===== config.mk =====
export PLATFORM = sky130hd
export DESIGN_NAME = logic_unit_arbiter_flat
export DESIGN_NICKNAME = d
export VERILOG_FILES = /design/src/rtl/logic_unit_arbiter_pkg.sv /design/src/rtl/logic_unit_arbiter_if.sv /design/src/rtl/logic_unit_arbiter_core.sv /design/src/rtl/logic_unit_arbiter.sv /design/src/flat_wrapper.sv
export SDC_FILE = /design/constraint.sdc
export NUM_CORES = 1
export LEC_CHECK = 0
export ABC_AREA = 1
export CORE_AREA = 2 2 122 65
export CTS_BUF_LIST = sky130_fd_sc_hd__clkbuf_2
export DETAILED_ROUTE_END_ITERATION = 16
export DIE_AREA = 0 0 124 67
export PLACE_DENSITY = 0.78
export SLEW_MARGIN = 0
export SYNTH_ARGS = -nofsm -noshare
export SYNTH_HDL_FRONTEND = slang
export SYNTH_SLANG_ARGS = --single-unit

===== constraint.sdc =====
create_clock -name clk -period 1.9 [get_ports clk]
set_input_delay 0.475 -clock clk [delete_from_list [all_inputs] [get_ports clk]]
set_output_delay 0.475 -clock clk [all_outputs]
set_load 0.005 [all_outputs]

===== src/rtl/logic_unit_arbiter_pkg.sv =====
// Shared constants for the two-requester AND/NAND logic unit arbiter.
// Requester IDs double as round-robin priority tokens.
package logic_unit_arbiter_pkg;
    localparam int   LU_WIDTH   = 32;
    localparam logic LU_ID_REQ0 = 1'b0;
    localparam logic LU_ID_REQ1 = 1'b1;
    localparam logic LU_OP_AND  = 1'b0;
    localparam logic LU_OP_NAND = 1'b1;
endpackage


===== src/rtl/logic_unit_arbiter_if.sv =====
// Request/response bundle between two issuers, the arbiter and writeback.
// master = requesters plus writeback consumer, slave = arbiter.
interface logic_unit_arbiter_if
    import logic_unit_arbiter_pkg::*;
    #(parameter int WIDTH = LU_WIDTH) ();

    logic             req0_valid;
    logic             req0_ready;
    logic [WIDTH-1:0] req0_a;
    logic [WIDTH-1:0] req0_b;
    logic             req0_nand;

    logic             req1_valid;
    logic             req1_ready;
    logic [WIDTH-1:0] req1_a;
    logic [WIDTH-1:0] req1_b;
    logic             req1_nand;

    logic             rsp_valid;
    logic             rsp_ready;
    logic [WIDTH-1:0] rsp_data;
    logic             rsp_id;
    logic             rsp_carryout;
    logic             rsp_overflow;

    modport master (
        output req0_valid, req0_a, req0_b, req0_nand,
        input  req0_ready,
        output req1_valid, req1_a, req1_b, req1_nand,
        input  req1_ready,
        input  rsp_valid, rsp_data, rsp_id, rsp_carryout, rsp_overflow,
        output rsp_ready
    );

    modport slave (
        input  req0_valid, req0_a, req0_b, req0_nand,
        output req0_ready,
        input  req1_valid, req1_a, req1_b, req1_nand,
        output req1_ready,
        output rsp_valid, rsp_data, rsp_id, rsp_carryout, rsp_overflow,
        input  rsp_ready
    );
endinterface


===== src/rtl/logic_unit_arbiter_core.sv =====
// Combinational bitwise AND/NAND unit: per-bit NAND, then XNOR with the op flag
// so op=0 gives a&b and op=1 gives ~(a&b).
module logic_unit_core #(
    parameter int WIDTH = 32
) (
    input  logic [WIDTH-1:0] a_i,
    input  logic [WIDTH-1:0] b_i,
    input  logic             nand_i,
    output logic [WIDTH-1:0] y_o,
    output logic             carryout_o,
    output logic             overflow_o
);
    logic [WIDTH-1:0] nand_bits;

    assign nand_bits  = ~(a_i & b_i);
    assign y_o        = nand_bits ~^ {WIDTH{nand_i}};
    assign carryout_o = 1'b0;
    assign overflow_o = 1'b0;
endmodule


===== src/rtl/logic_unit_arbiter.sv =====
// Round-robin arbiter sharing one logic_unit_core between two requesters,
// with a one-entry valid/ready result register (EMPTY/FULL tracked by rsp_valid_q).
module logic_unit_arbiter
    import logic_unit_arbiter_pkg::*;
    #(parameter int WIDTH = LU_WIDTH) (
    input  logic                  clk,
    input  logic                  reset,
    logic_unit_arbiter_if.slave   bus
);
    logic             rsp_valid_q, rsp_valid_d;
    logic [WIDTH-1:0] rsp_data_q,  rsp_data_d;
    logic             rsp_id_q,    rsp_id_d;
    logic             last_grant_q, last_grant_d;

    logic             stage_free;
    logic             gnt0, gnt1, accept;
    logic [WIDTH-1:0] op_a, op_b, unit_y;
    logic             op_nand, unit_co, unit_ov;

    // The result register may be refilled in the same cycle it drains.
    assign stage_free = !rsp_valid_q || bus.rsp_ready;
    assign gnt0 = stage_free && bus.req0_valid &&
                  (!bus.req1_valid || last_grant_q == LU_ID_REQ1);
    assign gnt1 = stage_free && bus.req1_valid &&
                  (!bus.req0_valid || last_grant_q == LU_ID_REQ0);
    assign accept = gnt0 || gnt1;

    assign bus.req0_ready = gnt0 && !reset;
    assign bus.req1_ready = gnt1 && !reset;

    assign op_a    = gnt1 ? bus.req1_a    : bus.req0_a;
    assign op_b    = gnt1 ? bus.req1_b    : bus.req0_b;
    assign op_nand = gnt1 ? bus.req1_nand : bus.req0_nand;

    logic_unit_core #(.WIDTH(WIDTH)) u_core (
        .a_i        (op_a),
        .b_i        (op_b),
        .nand_i     (op_nand),
        .y_o        (unit_y),
        .carryout_o (unit_co),
        .overflow_o (unit_ov)
    );

    always_comb begin
        rsp_valid_d  = rsp_valid_q;
        rsp_data_d   = rsp_data_q;
        rsp_id_d     = rsp_id_q;
        last_grant_d = last_grant_q;
        if (accept) begin
            rsp_valid_d  = 1'b1;
            rsp_data_d   = unit_y;
            rsp_id_d     = gnt1 ? LU_ID_REQ1 : LU_ID_REQ0;
            last_grant_d = gnt1 ? LU_ID_REQ1 : LU_ID_REQ0;
        end else if (bus.rsp_ready) begin
            rsp_valid_d  = 1'b0;
        end
    end

    always_ff @(posedge clk or posedge reset) begin
        if (reset) begin
            rsp_valid_q  <= 1'b0;
            rsp_data_q   <= '0;
            rsp_id_q     <= LU_ID_REQ0;
            last_grant_q <= LU_ID_REQ1;
        end else begin
            rsp_valid_q  <= rsp_valid_d;
            rsp_data_q   <= rsp_data_d;
            rsp_id_q     <= rsp_id_d;
            last_grant_q <= last_grant_d;
        end
    end

    assign bus.rsp_valid    = rsp_valid_q;
    assign bus.rsp_data     = rsp_data_q;
    assign bus.rsp_id       = rsp_id_q;
    assign bus.rsp_carryout = unit_co;
    assign bus.rsp_overflow = unit_ov;
endmodule

===== src/flat_wrapper.sv =====
// flat-port wrapper written by rule: the top's interface ports become plain ports
module logic_unit_arbiter_flat import logic_unit_arbiter_pkg::*;
#(parameter int WIDTH = LU_WIDTH)
  (clk, reset, bus_req0_valid, bus_req0_a, bus_req0_b, bus_req0_nand, bus_req0_ready, bus_req1_valid, bus_req1_a, bus_req1_b, bus_req1_nand, bus_req1_ready, bus_rsp_valid, bus_rsp_data, bus_rsp_id, bus_rsp_carryout, bus_rsp_overflow, bus_rsp_ready);
  logic_unit_arbiter_if #(.WIDTH(WIDTH)) bus_i ();
  input  logic clk;
  input  logic reset;
  input wire logic [$bits(bus_i.req0_valid)-1:0] bus_req0_valid;
  input wire logic [$bits(bus_i.req0_a)-1:0] bus_req0_a;
  input wire logic [$bits(bus_i.req0_b)-1:0] bus_req0_b;
  input wire logic [$bits(bus_i.req0_nand)-1:0] bus_req0_nand;
  output wire logic [$bits(bus_i.req0_ready)-1:0] bus_req0_ready;
  input wire logic [$bits(bus_i.req1_valid)-1:0] bus_req1_valid;
  input wire logic [$bits(bus_i.req1_a)-1:0] bus_req1_a;
  input wire logic [$bits(bus_i.req1_b)-1:0] bus_req1_b;
  input wire logic [$bits(bus_i.req1_nand)-1:0] bus_req1_nand;
  output wire logic [$bits(bus_i.req1_ready)-1:0] bus_req1_ready;
  output wire logic [$bits(bus_i.rsp_valid)-1:0] bus_rsp_valid;
  output wire logic [$bits(bus_i.rsp_data)-1:0] bus_rsp_data;
  output wire logic [$bits(bus_i.rsp_id)-1:0] bus_rsp_id;
  output wire logic [$bits(bus_i.rsp_carryout)-1:0] bus_rsp_carryout;
  output wire logic [$bits(bus_i.rsp_overflow)-1:0] bus_rsp_overflow;
  input wire logic [$bits(bus_i.rsp_ready)-1:0] bus_rsp_ready;
  assign bus_i.req0_valid = bus_req0_valid;
  assign bus_i.req0_a = bus_req0_a;
  assign bus_i.req0_b = bus_req0_b;
  assign bus_i.req0_nand = bus_req0_nand;
  assign bus_req0_ready = bus_i.req0_ready;
  assign bus_i.req1_valid = bus_req1_valid;
  assign bus_i.req1_a = bus_req1_a;
  assign bus_i.req1_b = bus_req1_b;
  assign bus_i.req1_nand = bus_req1_nand;
  assign bus_req1_ready = bus_i.req1_ready;
  assign bus_rsp_valid = bus_i.rsp_valid;
  assign bus_rsp_data = bus_i.rsp_data;
  assign bus_rsp_id = bus_i.rsp_id;
  assign bus_rsp_carryout = bus_i.rsp_carryout;
  assign bus_rsp_overflow = bus_i.rsp_overflow;
  assign bus_i.rsp_ready = bus_rsp_ready;
  logic_unit_arbiter #(.WIDTH(WIDTH)) u_core (.clk(clk), .reset(reset), .bus(bus_i));
endmodule

; After elaboration in Yosys (flattened, before gate mapping)
; Index checks and enable logic that the tools add are counted.
; Widths: inputs -> output; s select.
[totals]
reg_bits = 35
inputBits = 135
out_inout_bits = 38
elab_cells = 29
[classes]
n_mux = 6
bitwise = 4
n_reduce_logical = 15
[ops]
columns = op, n
row1 = $mux 32, 2
row2 = $and 32x32->32, 1
row3 = $not 32->32, 1
row4 = $xnor 32x32->32, 1
row5 = $logic_and 1x1->1, 6
row6 = $logic_not 1->1, 4
row7 = $logic_or 1x1->1, 4
row8 = $mux 1, 4
row9 = $reduce_bool 2->1, 1
row10 = $not 1->1, 1

; Longest topological paths before layout
; Gate-level depths: netlist of the first run.
[depth]
ltp_word = 8
ltp_mapped = 11
mapped_depth_nobuf = 9

; Modules after synthesis
; Synthesis of the first run repeated with hierarchy kept, for this count alone.
[hier_totals]
hier_cells = 524
area_unflattened_um2 = 3295.7
[modules_own_cells]
columns = mod, instances, cells_each, area_each_um2, seq_area_each_um2
row1 = logic_unit_arbiter, 1, 385, 2618.8, 877.1
row2 = logic_unit_core, 1, 139, 676.9, 0.0

; Least setup slack after synthesis of the first run
; OpenSTA, ideal clock, no wires.
[synth_timing]
path_kind = input to output
from = input port bus_rsp_ready
to = output port bus_req1_ready
t_arrival_ns = 1.095
t_required_ns = 1.425
path_slack_ns = 0.330
stages = 6
n_path_buf = 2
path_cell_list = inv_1 -> nand2_4 -> nand3_2 -> buf_6 -> buf_6 -> nor2_1
[synth_via]
elab_chain_cells = 4
[synth_rtl]
columns = element, line_no
row1 = from (decl), flat_wrapper.sv:23  ; input wire logic [$bits(bus_i.rsp_ready)-1:0] bus_rsp_ready;
row2 = $logic_or 1x1->1, logic_unit_arbiter.sv:21  ; assign stage_free = !rsp_valid_q || bus.rsp_ready;
row3 = $logic_and 1x1->1 (2 in series), logic_unit_arbiter.sv:24  ; assign gnt1 = stage_free && bus.req1_valid &&
row4 = $logic_and 1x1->1, logic_unit_arbiter.sv:29  ; assign bus.req1_ready = gnt1 && !reset;
row5 = to (decl), flat_wrapper.sv:17  ; output wire logic [$bits(bus_i.req1_ready)-1:0] bus_req1_ready;
; No other way between the ends.

; Worst setup path after layout of the first run
; Ends and elaborated chain as after synthesis.

==> key figures, run 1 <==
Global routing
  • Initial antenna violation count: 0
  • Largest net degree at the start of global routing: 40
  • First-pass GRT wire length: ~14 mm
  • Gr ovfl total: 0
  • GRT Util Overall: between 20% and 30%
  • Vias in the first global route: between 3000 and 4000

Detailed routing
  • Iter 0 DRT Violations: between 150 and 200
  • Drt first pass iters: 4
  • Detail Route Antenna Nets: 0
  • Routed Wire Length: 9.28 mm
  • Via count: 3359
  • WL/cell: 13.1 um
  • Residual DRC: 0
  • Vias per cell: ~4.8

Layout
  • Multi-input logic area: roughly 1400 um^2
  • Area delta synth->final: 73.7%
  • N_diodes: 0
  • Reg area: between 800 and 900 um^2
  • Most common cell after layout, fill and taps aside: nand2_1
  • Final Net Count: roughly 750
  • Share of post-route cells with drive strength above 1: 5.73%
  • Most frequent cells in the layout: nand2_1, clkdlybuf4s50_1, inv_1
  • Filler cells: roughly 640

Power
  • Total Power: approximately 3500 uW
  • Pleak: 0.00237 uW
  • Power Density: roughly 770 nW/um^2
  • VDD IR max: around 0.4 mV

Floorplan
  • Ports: ~170
  • Rows: 22
  • Die height: between 60 and 70 um
  • Initial Util: ~37%
  • Die ar.: ~8300 um^2
  • Total core area: just over 7000 um^2
  • Die width: ~120 um

Critical path
  • CP max FO: 3
  • Req. time, crit path: 1420 ps
  • CP Class: input pin to output port
  • CP Cell Sequence: clkdlybuf4s50_1 > inv_1 > nand2_4 > nand3_4 > nor2_2 > buf_2
  • Critical-path top delay cell: clkdlybuf4s50_1
  • Largest stage delay, worst path: around 460 ps
  • Worst path arrival time: approximately 1400 ps
  • Worst setup SP type: input pin
  • Worst setup EP type: output port

Placed design
  • Hpwl dp: around 6.8 mm
  • GP Congestion: between 0.8 and 0.9
  • Pre-CTS setup slack: -370 ps
  • Port Buf Inserts: 170

Logic synthesis
  • Syn avg cell area: 5.91 um^2
  • Seq/Total Area, Yosys: between 30% and 40%
  • Post-Syn Area: around 2600 um^2
  • Synth area leader: nand2_1
  • Main combinational cell family by area after synthesis: simple AND/OR/NAND/NOR gates
  • YS warnings: 0
  • Synth Register Bits: 35
  • Mux contribution to synthesized area: 0%
  • Yosys cell types: 19
  • Gate Count Post-Synth: between 400 and 500
  • Share of the synthesized area in the top cell type: 38.1%
  • Synth Area in Simple Gates: approximately 54%
  • Ranking of synthesized cells by area: nand2_1, dfrtp_1, nand4_1
  • Synth Area in Compound Gates: less than 1%
  • Xor/xnor share of the synthesized area: 0%
  • Synth Area in Adders: 0%

Timing
  • Slew Limit Fails: 0
  • Worst Slack Setup Final: 22.0 ps
  • Unrepaired setup endpoints after global routing: yes
  • Tmin final: approximately 1900 ps
  • Clock skew: 18.4 ps
  • Fmax achieved: 0.532 GHz
  • Final setup violation count: 0
  • Final Cycle Share: 98.8%
  • WHS: between 500 and 600 ps
  • Hold Violations, Final: 0

Clocking
  • Clk slew on worst S/H paths: ~190 ps
  • Max Root-Sink Buffers: 2
  • H-tree levels: 2
  • CTS Root Buffer Type: clkbuf_2
  • TritonCTS Buffers: 5
  • Clk sink count: 35
  • CTS tree: built
  • Worst-skew pair later-pin latency: ~380 ps
  • CTS Hold Bufs: 0

Worst hold path
  • Worst hold path class: flop to flop

Outcome
  • Status: finished clean

Job
  • Max-cap violations: 0
[what timing repair did]
| action | 4_1_cts | 5_1_grt |
|---|---|---|
| gates resized for setup | 10 | 9 |
| endpoints found under the setup margin | 2 | 35 |
| buffers inserted | 1 | 0 |
| pin swaps | 2 | 3 |
[critical path: cells and delay by family]
family	cells	cell delay, ps
buffers and inverters	3	630
AND/OR/NAND/NOR	3	290
[state kept, by name, summed over array words and instances (netlist names)]
signal                cells
u_core.bus.rsp_valid      1
u_core.bus.rsp_id         1
u_core.bus.rsp_data      32
u_core.last_grant_q       1
[worst paths after layout]
kind                                      endpoint           startpoint  slack (ps)  cells after the start
max                                 bus_req1_ready        bus_rsp_ready          20                      6
min                              u_core.bus.rsp_id    u_core.bus.rsp_id         500                      2
max reg2reg                u_core.bus.rsp_data[14]  u_core.last_grant_q         110                     10
min reg2reg                      u_core.bus.rsp_id    u_core.bus.rsp_id         500                      2
max in group asynchronous      u_core.last_grant_q                reset        1030                      4
min in group asynchronous        u_core.bus.rsp_id                reset         630                      4
[report_power, final]
part | switching (uW) | internal [uW] | total (uW)
Sequential | 160 | 1020 | 1180
Combinational | 873 | 1080 | 1950
Clock | 257 | 88.8 | 346
Total | 1290 | 2190 | 3480
[cell families after synthesis]
kind of cell           after synthesis
AOI/OAI and AO/OA                    2
buffers and inverters               66
other                                1
and+or+nand+nor                    338
DFF                                 35
[routing by layer]
layer  up-vias  GRT usage (%)  wire [um]
met2       144           41.5       4370
met5         -              0          0
met1      1502           26.3       3950
li1       1706              -          -
met3         7           5.57        887
met4         0           4.78         68
[cells in the mapped netlist]
master,n
dfrtp_1,34
nand2_2,2
conb_1,1
nand3_2,1
nand3_1,33
inv_1,37
buf_4,3
o21ai_0,1
o21ai_1,1
buf_1,2
dfstp_2,1
nand4_1,34
buf_2,15
nand2_4,1
clkbuf_1,4
nand2_1,265
nor2_1,2
buf_6,4
inv_2,1
[metrics by stage]
step	util (%)	cells	TNS, ps	cell area (um^2)
6_report	63.4	707	0	4540
5_1_grt	63.4	707	-142	4540
4_1_cts	62.9	707	0	4500
3_5_place_dp	62.4	698	-11860	4460
3_3_place_gp	62.4	698	-9830	4460
2_1_floorplan	-	443	0	2620
[layout make-up]
class	count	share of cell area, %
tap	96	2.65
multi-input combinational	342	31.9
timing repair buffer	188	42.1
clock buffer	6	0.662
inverter	38	3.14
sequential	35	19.3
clock inverter	2	0.165
Power figures use the tool's default switching activity.
==> run 2: changes to the inputs <==
- CORE_AREA: 2 2 122 65 -> 2 2 118 63
- DIE_AREA: 0 0 124 67 -> 0 0 120 65
- PLACE_DENSITY: 0.78 -> 0.83
- clock period: 1.9 -> 2.41 ns (I/O delays scaled with it)
==> run 2 against run 1 <==
Critical path depth shrank 1; sequential share of layout area grew 0.22 points; wire length shrank 1.9%; critical path type unchanged; register-to-register slack gained 450 ps; global-route usage grew 1.2 points.
==> key figures, run 2 (synthesis gave the netlist of run 1 again) <==
Placed design
  • Post-DP Area: 4450 um^2 (-0.34%)
  • Hpwl dp: 6.89 mm (+1.3%)
  • Port Buf Inserts: 170 (unchanged)
  • Placed Instances: 696 (-0.29%)
  • Pre-CTS setup slack: -66.3 ps (+304 ps)
  • GP Congestion: 0.815 (+0.62%)

Critical path
  • CP max FO: 3 (unchanged)
  • Worst setup SP type: input pin
  • Req. time, crit path: 1810 ps (+390 ps)
  • CP Class: input pin to output port
  • Worst setup EP type: output port
  • Worst path arrival time: 1610 ps (+210 ps)

Timing
  • Worst Slack Setup Final: 202 ps (+180 ps)
  • Hold Violations, Final: 0 (unchanged)
  • Final setup violation count: 0 (unchanged)
  • Fmax achieved: approximately 0.45 GHz
  • Fin Setup TNS: 0 ps (unchanged)
  • Unrepaired setup endpoints after global routing: no
  • Final Cycle Share: 91.6%
  • Clock skew: 5.45 ps (-13.0 ps)
  • Tmin final: 2210 ps
  • Slew Limit Fails: 0 (unchanged)

Clocking
  • CTS Root Buffer Type: clkbuf_2
  • Post CTS Setup Buffer Count: 0 (-1)
  • CTS Hold Bufs: 0 (unchanged)
  • Worst-skew pair later-pin latency: 360 ps (-20 ps)
  • CTS tree: built
  • H-tree levels: 2 (unchanged)
  • Max Root-Sink Buffers: 2 (unchanged)
  • TritonCTS Buffers: 5 (unchanged)
  • Clk slew on worst S/H paths: 160 ps (-30 ps)
  • Clk sink count: 35 (unchanged)
  • Post-cts resize count: 2 (-8)

Floorplan
  • Total core area: 6910 um^2 (-3.5%)
  • Die width: 120 um (-3.2%)
  • Initial Util: 37.8% (+1.3 points)
  • Rows: 22 (unchanged)
  • Die height: 65 um (-3.0%)
  • Die ar.: 7800 um^2 (-6.1%)
  • Ports: 173 (unchanged)

Outcome
  • Status: finished clean

Detailed routing
  • Residual DRC: 0 (unchanged)
  • Routed Wire Length: 9.10 mm (-1.9%)
  • Detail Route Antenna Nets: 0 (unchanged)
  • Vias per cell: 4.75 (about the same)
  • Drt first pass iters: 4 (unchanged)
  • WL/cell: 12.9 um (-1.5%)
  • Via count: 3342 (-0.51%)
  • Iter 0 DRT Violations: 130 (-24%)

Global routing
  • Initial antenna violation count: 0 (unchanged)
  • GRT Util Overall: 23.6% (+1.2 points)
  • Vias in the first global route: 3307 (+4.3%)
  • Gr ovfl total: 0 (unchanged)
  • Largest net degree at the start of global routing: 40 (unchanged)
  • Met2 usage: 44.2% (+2.7 points)
  • Met1 global-route usage: 27.0% (+0.66 points)
  • First-pass GRT wire length: 14.7 mm (+1.8%)
  • Met3 usage: 6.25% (+0.68 points)
  • Grt peak-use layer: met2

Layout
  • Final Instance Area: 4490 um^2 (-1.1%)
  • Area delta synth->final: 71.7%
  • Most frequent cells in the layout: nand2_1, clkdlybuf4s50_1, inv_1
  • Filler cells: 622 (-2.7%)
  • Max FFs per register: 32 (unchanged)
  • Most common cell after layout, fill and taps aside: nand2_1
  • Final Net Count: 742 (-0.40%)
  • Final std cells w/o fill: 704 (-0.42%)
  • Share of post-route cells with drive strength above 1: 4.77% (-0.96 points)
  • N_diodes: 0 (unchanged)

Worst hold path
  • Worst hold path class: flop to flop

Job
  • Max-cap violations: 0 (unchanged)

Power
  • Pleak: 0.00235 uW (-0.99%)
  • VDD IR max: 0.323 mV (-18%)
  • Power Density: 609 nW/um^2 (-21%)
## run 2: report_power, final
part           switching [uW]  total (uW)  internal (uW)
registers                 130         933            803
clock network             191         276           85.7
logic                     684        1520            839
## run 2: layout make-up
type | count | area, um^2 | share of cell area, %
clock buffers | 8 | 40.0 | 0.893
inverters | 38 | 143 | 3.18
flip-flops and latches | 35 | 877 | 19.6
well taps | 96 | 120 | 2.68
multi-input cells | 342 | 1430 | 31.9
repair buffers | 185 | 1870 | 41.8
## run 2: routing by layer
layer / part of all wire [%] / routed length, um
met1: 40 / 3640
met2: 49 / 4420
met3: 11 / 978
met4: 0.75 / 68
met5: 0 / 0
## run 2: worst paths after layout
path                                        start  cells past startpoint  slack [ps]                     end
max                                bus_req1_valid                      5         200          bus_req0_ready
min                        u_core.bus.rsp_data[5]                      2         500  u_core.bus.rsp_data[5]
max reg2reg                   u_core.last_grant_q                      9         560  u_core.bus.rsp_data[9]
min reg2reg                u_core.bus.rsp_data[5]                      2         500  u_core.bus.rsp_data[5]
max in group asynchronous                   reset                      3        1380     u_core.last_grant_q
min in group asynchronous                   reset                      3         690       u_core.bus.rsp_id
## run 2: stage by stage
stage	hold WS, ps	utilization [%]	total power [uW]
floorplan	465	-	1580
finish	496	64.9	2730
detailed placement	465	64.4	2480
global route	532	64.9	2960
global placement	463	64.4	2420
CTS	502	64.9	2760
## run 2: critical path, stage by stage
cell             delay [ps]
clkdlybuf4s50_1         520
nand2_1                  80
nand3_1                 110
nor2_1                   50
dlygate4sd2_1           250
==> run 3: changes to the inputs <==
- MAX_ROUTING_LAYER: unset -> met4
- PLACE_DENSITY: 0.83 -> 0.93
==> run 3 against run 2 <==
Sequential share of layout area increased by 0.082 points; critical endpoint unchanged; setup slack got worse by 59 ps; clock power increased by 4%; largest cell class unchanged; clock skew increased by 14 ps; critical path type unchanged.
==> key figures, run 3 (synthesis gave the netlist of run 1 again) <==
Power
  • Gate power share: 55.0% (-0.7 points)
  • Pleak: 0.00234 uW (-0.16%)
  • Power Internal: 1710 uW (-0.95%)
  • Clk pwr share: 10.6% (+0.5 points)
  • Total Power: 2700 uW (-1.0%)
  • VDD IR max: 0.390 mV (+21%)
  • Power Density: 606 nW/um^2 (-0.62%)
  • Sw frac: 36.7% (-0.053 points)
  • Reg power frac: 34.4% (+0.3 points)
  • Switching pwr: 993 uW (-1.2%)

Job
  • Max-cap violations: 0 (unchanged)

Detailed routing
  • Residual DRC: 0 (unchanged)
  • Vias per cell: 4.81 (+1.4%)
  • Drt first pass iters: 4 (unchanged)
  • Routed Wire Length: 9.23 mm (+1.4%)
  • WL/cell: 13.1 um (+1.2%)
  • Detail Route Antenna Nets: 0 (unchanged)
  • Iter 0 DRT Violations: 187 (+44%)
  • Via count: 3393 (+1.5%)

Clocking
  • Worst-skew pair later-pin latency: 370 ps (about the same)
  • CTS tree: built
  • Clk sink count: 35 (unchanged)
  • Max Root-Sink Buffers: 2 (unchanged)
  • Clk slew on worst S/H paths: 190 ps (+30 ps)
  • H-tree levels: 2 (unchanged)
  • TritonCTS Buffers: 5 (unchanged)
  • CTS Root Buffer Type: clkbuf_2
  • CTS Hold Bufs: 0 (unchanged)

Critical path
  • CP Class: input pin to output port
  • Worst setup SP type: input pin
  • Worst setup EP type: output port
  • Worst path arrival time: 1660 ps (+50 ps)
  • Worst Setup SP: bus_rsp_ready
  • Req. time, crit path: 1810 ps (about the same)
  • CP max FO: 4 (+1)
  • Origin of the critical flop-to-flop path: u_core.last_grant_q

Worst hold path
  • Worst hold path class: flop to flop
  • Worst hold path startpoint: u_core.bus.rsp_data[27]

Layout
  • Area delta synth->final: 71.0%
  • Max FFs per register: 32 (unchanged)
  • Most common cell after layout, fill and taps aside: nand2_1
  • End-of-flow core utilization: 64.7% (-0.27 points)
  • Most frequent cells in the layout: nand2_1, clkdlybuf4s50_1, inv_1
  • Reg area: 877 um^2 (unchanged)
  • Final Net Count: 743 (+0.13%)
  • Share of post-route cells with drive strength above 1: 4.93% (+0.16 points)
  • Multi-input logic area: 1430 um^2 (unchanged)
  • Filler cells: 614 (-1.3%)
  • N_diodes: 0 (unchanged)

Timing
  • WHS: 506 ps (+10.2 ps)
  • Hold Violations, Final: 0 (unchanged)
  • Unrepaired setup endpoints after global routing: no
  • Final setup violation count: 0 (unchanged)
  • Worst Slack Setup Final: 143 ps (-59.0 ps)
  • Clock skew: 19.8 ps (+14.3 ps)
  • Fmax achieved: 0.441 GHz (-2.6%)
  • Slew Limit Fails: 0 (unchanged)
  • Final Cycle Share: 94.1% (+2.4 points)
  • Tmin final: 2270 ps (+59.0 ps)

Floorplan
  • Ports: 173 (unchanged)
  • Initial Util: 37.8% (unchanged)
  • Die width: 120 um (unchanged)
  • Rows: 22 (unchanged)
  • Die height: 65 um (unchanged)
  • Die ar.: 7800 um^2 (unchanged)
  • Total core area: 6910 um^2 (unchanged)

Global routing
  • Met1 global-route usage: 25.8% (-1.1 points)
  • GRT Util Overall: 24.5% (+0.97 points)
  • Gr ovfl total: 0 (unchanged)
  • Grt peak-use layer: met2
  • Vias in the first global route: 3424 (+3.5%)
  • First-pass GRT wire length: 14.9 mm (+0.79%)
  • Largest net degree at the start of global routing: 40 (unchanged)
  • Met2 usage: 46.0% (+1.8 points)
  • Met3 usage: 5.81% (-0.44 points)
  • Initial antenna violation count: 0 (unchanged)

Placed design
  • Hpwl dp: 7.09 mm (+3.0%)
  • Port Buf Inserts: 170 (unchanged)
  • Pre-CTS setup slack: -120 ps (-53.8 ps)
  • GP Congestion: 0.938 (+15%)

Outcome
  • Status: finished clean
## run 3: per-layer routing
metal  part of all wire, %  vias up
met5                     0        -
met4                   1.3        0
met2                    50      148
li1                      -     1698
met1                    40     1534
met3                   9.0       13
## run 3: cell type report
type | instances | share of cell area (%)
clock buffer | 8 | 0.896
inverter | 38 | 3.19
multi-input combinational | 342 | 32.0
sequential | 35 | 19.6
tap | 96 | 2.69
timing repair buffer | 186 | 41.5
## run 3: path summary, 6_finish.rpt
| path | cells after the start | end | slack (ps) |
|---|---|---|---|
| min reg2reg | 2 | u_core.bus.rsp_data[27] | 510 |
| max | 6 | bus_req0_ready | 140 |
| max in group asynchronous | 3 | u_core.bus.rsp_data[19] | 1370 |
| max reg2reg | 9 | u_core.bus.rsp_data[15] | 560 |
| min | 2 | u_core.bus.rsp_data[27] | 510 |
| min in group asynchronous | 3 | u_core.bus.rsp_data[6] | 680 |
## run 3: repair_timing
item / in CTS / in global routing
resized for setup: 3 / 0
endpoints found under the setup margin: 2 / 0
buffers inserted: 0 / 0
## run 3: critical path, cell delays in order
cell             delay (ps)
clkdlybuf4s50_1         450
inv_1                    60
nand2_4                  80
nand3_1                 100
nor2_1                  130
dlygate4sd2_1           240
## run 3: metrics by stage
step | setup TNS (ps) | instance area, um^2 | std cells
floorplan | 0 | 2620 | 443
global placement | -113 | 4430 | 697
detailed placement | -238 | 4430 | 697
CTS | 0 | 4470 | 705
global route | 0 | 4470 | 705
finish | 0 | 4470 | 705
## run 3: power groups by stage
stage,sequential (uW),clock (uW),combinational (uW)
6_report,930,288,1490
5_1_grt,957,327,1650
4_1_cts,931,297,1500
2_1_floorplan,946,0,633
3_5_place_dp,941,0,1500
3_3_place_gp,939,0,1450
